File: src/rtl/spi_poll_pkg.sv
// Shared types and constants for the accelerometer burst-read poller.
// Holds the FSM state encoding, command/address bytes and the burst byte selector.
package spi_poll_pkg;

    typedef enum logic [2:0] {
        IDLE,
        SEND,
        GUARD,
        WAITRDY,
        CAPTURE,
        DONE
    } poll_state_t;

    localparam logic [7:0] CMD_READ   = 8'h0B;
    localparam logic [7:0] CMD_WRITE  = 8'h0A;
    localparam logic [7:0] XDATA_L    = 8'h0E;
    localparam logic [7:0] TEMP_L     = 8'h14;
    localparam logic [7:0] DUMMY_BYTE = 8'h00;

    localparam int BASE_BYTES = 8;
    localparam int TEMP_BYTES = 2;

    // Byte 0 is the command, byte 1 the start address, everything after clocks data out.
    function automatic logic [7:0] burst_byte(input logic [3:0] idx,
                                              input logic [7:0] cmd,
                                              input logic [7:0] addr);
        case (idx)
            4'd0:    return cmd;
            4'd1:    return addr;
            default: return DUMMY_BYTE;
        endcase
    endfunction

endpackage

File: src/rtl/poll_timer.sv
// Free-running interval counter producing a one-cycle tick every PERIOD cycles.
// Dropping enable parks the count at zero so re-enabling restarts a full period.
module poll_timer #(
    parameter int unsigned PERIOD = 500000
) (
    input  logic clk,
    input  logic rst_n,
    input  logic enable,
    output logic tick
);

    localparam int CW = (PERIOD > 1) ? $clog2(PERIOD) : 1;
    localparam logic [CW-1:0] LAST = CW'(PERIOD - 1);

    logic [CW-1:0] count;

    always_ff @(posedge clk) begin
        if (!rst_n) begin
            count <= '0;
        end else if (!enable) begin
            count <= '0;
        end else if (count == LAST) begin
            count <= '0;
        end else begin
            count <= count + 1'b1;
        end
    end

    assign tick = enable && (count == LAST);

endmodule

File: src/rtl/spi_accel_poller.sv
// Autonomous accelerometer burst-read sequencer driving the byte-level SPI master core.
// Define SPI_POLL_TEMP_EN to extend the burst with the temperature bytes and expose temp_data.
module spi_accel_poller
    import spi_poll_pkg::*;
#(
    parameter int unsigned POLL_PERIOD = 500000,
    parameter logic [7:0]  READ_CMD    = CMD_READ,
    parameter logic [7:0]  START_ADDR  = XDATA_L
) (
    input  logic        HCLK,
    input  logic        HRESETn,
    input  logic        enable,
    output logic [7:0]  spi_txdin,
    output logic        spi_txgo,
    input  logic        spi_txrdy,
    input  logic [7:0]  spi_rxdout,
    output logic        spi_frame,
    output logic [15:0] x_data,
    output logic [15:0] y_data,
    output logic [15:0] z_data,
`ifdef SPI_POLL_TEMP_EN
    output logic [15:0] temp_data,
`endif
    output logic        sample_valid,
    output logic        busy,
    output logic        overrun,
    input  logic        overrun_clr
);

`ifdef SPI_POLL_TEMP_EN
    localparam int NBYTES = BASE_BYTES + TEMP_BYTES;
`else
    localparam int NBYTES = BASE_BYTES;
`endif
    localparam int NDATA = NBYTES - 2;
    localparam logic [3:0] LAST_INDEX = 4'(NBYTES - 1);

    poll_state_t state;
    poll_state_t state_next;

    logic       tick;
    logic       launch;
    logic       set_overrun;
    logic [3:0] index;
    logic [7:0] shadow [NDATA];

    poll_timer #(
        .PERIOD (POLL_PERIOD)
    ) u_timer (
        .clk    (HCLK),
        .rst_n  (HRESETn),
        .enable (enable),
        .tick   (tick)
    );

    always_ff @(posedge HCLK) begin
        if (!HRESETn) begin
            state <= IDLE;
        end else begin
            state <= state_next;
        end
    end

    always_comb begin
        state_next  = state;
        launch      = 1'b0;
        set_overrun = 1'b0;
        spi_txgo    = 1'b0;

        case (state)
            IDLE: begin
                if (tick) begin
                    if (spi_txrdy) begin
                        launch     = 1'b1;
                        state_next = SEND;
                    end else begin
                        set_overrun = 1'b1;
                    end
                end
            end
            SEND: begin
                spi_txgo   = 1'b1;
                state_next = GUARD;
            end
            GUARD: begin
                state_next = WAITRDY;
            end
            WAITRDY: begin
                if (spi_txrdy) begin
                    state_next = CAPTURE;
                end
            end
            CAPTURE: begin
                if (index < LAST_INDEX) begin
                    state_next = SEND;
                end else begin
                    state_next = DONE;
                end
            end
            DONE: begin
                state_next = IDLE;
            end
            default: begin
                state_next = IDLE;
            end
        endcase

        // Ticks are never queued: any tick outside IDLE is simply reported.
        if (tick && (state != IDLE)) begin
            set_overrun = 1'b1;
        end
    end

    always_ff @(posedge HCLK) begin
        if (!HRESETn) begin
            index        <= '0;
            spi_txdin    <= '0;
            spi_frame    <= 1'b0;
            busy         <= 1'b0;
            sample_valid <= 1'b0;
            overrun      <= 1'b0;
            x_data       <= '0;
            y_data       <= '0;
            z_data       <= '0;
`ifdef SPI_POLL_TEMP_EN
            temp_data    <= '0;
`endif
            for (int i = 0; i < NDATA; i++) begin
                shadow[i] <= '0;
            end
        end else begin
            sample_valid <= 1'b0;

            if (launch) begin
                index     <= '0;
                spi_txdin <= burst_byte(4'd0, READ_CMD, START_ADDR);
                spi_frame <= 1'b1;
                busy      <= 1'b1;
            end

            if (state == CAPTURE) begin
                for (int i = 0; i < NDATA; i++) begin
                    if (index == 4'(i + 2)) begin
                        shadow[i] <= spi_rxdout;
                    end
                end
                index <= index + 4'd1;
                if (state_next == SEND) begin
                    spi_txdin <= burst_byte(index + 4'd1, READ_CMD, START_ADDR);
                end
            end

            // Outputs move only here, so an aborted burst never leaks partial samples.
            if (state == DONE) begin
                x_data       <= {shadow[1], shadow[0]};
                y_data       <= {shadow[3], shadow[2]};
                z_data       <= {shadow[5], shadow[4]};
`ifdef SPI_POLL_TEMP_EN
                temp_data    <= {shadow[7], shadow[6]};
`endif
                sample_valid <= 1'b1;
                spi_frame    <= 1'b0;
                busy         <= 1'b0;
            end

            if (set_overrun) begin
                overrun <= 1'b1;
            end else if (overrun_clr) begin
                overrun <= 1'b0;
            end
        end
    end

endmodule

File: config.mk
export PLATFORM = sky130hd
export DESIGN_NAME = spi_accel_poller
export DESIGN_NICKNAME = d
export VERILOG_FILES = /design/src/rtl/spi_poll_pkg.sv /design/src/rtl/poll_timer.sv /design/src/rtl/spi_accel_poller.sv
export SDC_FILE = /design/constraint.sdc
export NUM_CORES = 1
export LEC_CHECK = 0
export ABC_AREA = 1
export CORE_AREA = 2 2 120 122
export DETAILED_ROUTE_END_ITERATION = 8
export DIE_AREA = 0 0 122 124
export DONT_BUFFER_PORTS = 1
export GPL_ROUTABILITY_DRIVEN = 0
export GPL_TIMING_DRIVEN = 0
export PLACE_DENSITY = 0.57
export SLEW_MARGIN = 10
export SYNTH_ARGS = -nofsm -noshare
export SYNTH_HDL_FRONTEND = slang
export SYNTH_SLANG_ARGS = --single-unit
File: constraint.sdc
create_clock -name HCLK -period 2.1 [get_ports HCLK]
set_input_delay 0.42 -clock HCLK [delete_from_list [all_inputs] [get_ports HCLK]]
set_output_delay 0.42 -clock HCLK [all_outputs]
set_load 0.005 [all_outputs]
==> flow_metrics.py <==
metrics = {
    "global_routing": {
        "grt_pass1_vias": 3649,
        "grt_antenna_before_repair": 0,
        "grt_first_pass_wirelength_mm": 18.5,
        "grt_usage": 0.162,
        "grt-ovfl-total": 0,
        "grt_max_degree": 17,
    },
    "worst_setup_path": {
        "critPathKind": "reg2reg",
        "worstPathMaxFanout": 8,
        "cp.arrival_ns": 1.96,
        "cp_top_family": "compound AO/OA/AOI/OAI gates",
        "critical_path.n_buffers_inverters": 1,
        "worstSetupEndpointType": "register",
        "r2r-end": "shadow[2][4]",
        "critPathMaxStageDelay_ns": 0.64,
        "cp_cell_sequence": "or2_1 > nor2_4 > inv_2 > o21ai_1",
        "reg2reg_from": "state[1]",
        "required_ns": 2.14,
        "reg2reg_depth": 4,
        "cp-start-kind": "register",
        "r2r_setup_slack_ns": 0.18,
        "critical-path-slowest-cell": "o21ai_1",
    },
    "timing": {
        "hold_ws_ns": 0.174,
        "report.final.slew_viol_count": 0,
        "finalClockSkew_ns": 0.00855,
        "tns_ns": 0,
        "tightest_slew_ns": 0.806,
        "timing.final.crit_period_ns": 1.92,
        "hold_viol_final": 0,
        "period_share": 0.915,
        "slew_headroom": 0.459,
        "rsz0062_at_grt": "no",
        "setup_violations": 0,
        "fmax_mhz": 521,
    },
    "drt": {
        "drt-wirelength-per-cell_um": 14.7,
        "drc": 0,
        "drtIter0Drc": 175,
        "vias": 3772,
        "ant_nets": 0,
        "drt-total-wl_mm": 11.6,
        "first_pass_iters": 4,
        "via_per_inst": 4.80,
    },
    "layout": {
        "nets": 612,
        "layout_commonest_cell": "nand2_1",
        "antenna_cells": 0,
        "mostFrequentLayoutCells": "nand2_1 (149), dfxtp_1 (85), nor2_1 (83), nand3_1 (64), edfxtp_1 (48)",
        "layout-drive-gt1-share": 0.114,
        "final_area_um2": 6080,
        "fill_cells": 1365,
        "final_util": 0.443,
        "syn2layout_area_growth_pct": 15.5,
    },
    "synthesis": {
        "ys_types": 35,
        "synth.avg_cell_area_um2": 9.18,
        "synthTopCellsByArea": "dfxtp_1 (32%), edfxtp_1 (27%), nand2_1 (11%)",
        "ys_ff_latch": 133,
        "synth_top_area_cell": "dfxtp_1",
        "seq_area_frac_synth": 0.597,
        "syn_nets": 593,
        "synthCells": 574,
        "synth_area_um2": 5270,
        "synth_top_area_share": 0.323,
        "yosysWarnings": 0,
    },
    "placed_design": {
        "place_area_um2": 5490,
        "dp_hpwl_mm": 8.24,
        "portBuffers": 0,
    },
    "power_and_ir_drop": {
        "p_clk_frac": 0.511,
        "p_leak_nw": 2.50,
        "ir_drop_mv": 0.501,
        "pwr-share-seq": 0.473,
        "power_density_nw_per_um2": 949,
        "sw_frac_of_total": 0.205,
        "p_comb_frac": 0.017,
        "p_int_mw": 4.59,
        "total_power_mw": 5.77,
        "switching_power_mw": 1.18,
    },
    "clocking": {
        "cts_buffer_depth": 2,
        "htree_levels": 4,
        "hold_buffers": 0,
        "postCtsResizedCells": 1,
        "cts_tree": "built",
        "postCtsSetupBuffers": 0,
        "cts_sinks": 133,
        "root_buffer": "clkbuf_16",
        "clk_latency_ns": 0.42,
        "cts_made_buffers": 17,
        "clkTransAtPathRegs_ns": 0.06,
    },
    "die": {
        "initial_core_util": 0.384,
        "die_h_um": 124,
        "rows": 43,
        "die-width_um": 122,
        "core-area_um2": 13700,
        "fp.dieArea_um2": 15100,
        "boundaryPins": 74,
    },
    "worst_hold_path": {
        "worstHoldPathType": "in2reg",
        "whs_path_depth": 2,
        "hp-start": "enable",
        "hold_end": "overrun",
    },
    "run_status": {
        "outcome": "complete, no violations",
    },
    "job": {
        "cap_violations": 0,
    },
}
## registers in the layout (all words and copies together) (netlist names)
name / flops
shadow: 48
busy: 1
y_data: 16
spi_txdin: 8
u_timer.count: 19
state: 3
overrun: 1
index: 4
z_data: 16
x_data: 16
sample_valid: 1
## metrics by stage
| step | cells | setup slack (ns) |
|---|---|---|
| 2_1_floorplan | 574 | 0.294 |
| 3_3_place_gp | 754 | -0.162 |
| 3_5_place_dp | 754 | -0.190 |
| 4_1_cts | 786 | 0.161 |
| 5_1_grt | 786 | 0.0627 |
| 6_report | 786 | 0.180 |
## synthesized netlist by cell type (all sizes together)
library cell    n
clkbuf          6
xor2            6
inv            44
and2            1
ha              6
nand3          69
dfxtp          85
nand4          12
or2             4
buf            14
nor3b           2
nand3b          1
o21ai           9
a21oi          13
a211oi          1
xnor2           2
edfxtp         48
nor3            9
nor2           89
nand2         153
## power by group through the flow
| stage | Combinational, mW | Sequential [mW] | Clock (mW) |
|---|---|---|---|
| 2_1_floorplan | 0.0618 | 2.78 | 0 |
| 3_3_place_gp | 0.0948 | 2.78 | 0 |
| 3_5_place_dp | 0.0973 | 2.78 | 0 |
| 4_1_cts | 0.0982 | 2.73 | 3.02 |
| 5_1_grt | 0.106 | 2.73 | 3.13 |
| 6_report | 0.0958 | 2.73 | 2.95 |
## final cells by class
class,instances,area [µm²],area share
Buffer,20,105,0.0173
Inverter,44,165,0.0271
Multi-Input combinational cell,377,1850,0.305
Clock buffer,19,433,0.0712
Tap cell,180,225,0.0370
Clock inverter,13,158,0.0259
Sequential cell,133,3140,0.517
## cells by family after synthesis
kind of cell,after synthesis,synth area share
XOR/XNOR,8,0.0133
AND/OR/NAND/NOR,340,0.302
buffers and inverters,64,0.0513
AO/OA/AOI/OAI,23,0.0223
adder cells (fa/ha/maj),6,0.0143
flip-flops,133,0.597
## routing by layer
layer	part of all wire	track usage
met1	0.44	0.201
met2	0.47	0.258
met5	0	0
met4	0.014	0.0639
met3	0.070	0.0591
## worst max-delay path by stage
stage                   endpoint  depth (start not counted)      from  slack, ns
CTS                 shadow[2][4]                          4  state[1]       0.16
global placement    shadow[2][3]                          4  state[1]      -0.16
detailed placement  shadow[2][3]                          4  state[1]      -0.19
floorplan           shadow[2][0]                          4  state[1]       0.29
global route        shadow[2][4]                          4  state[1]       0.06
finish              shadow[2][4]                          4  state[1]       0.18
Note: power is estimated with default switching activity, not from simulation.
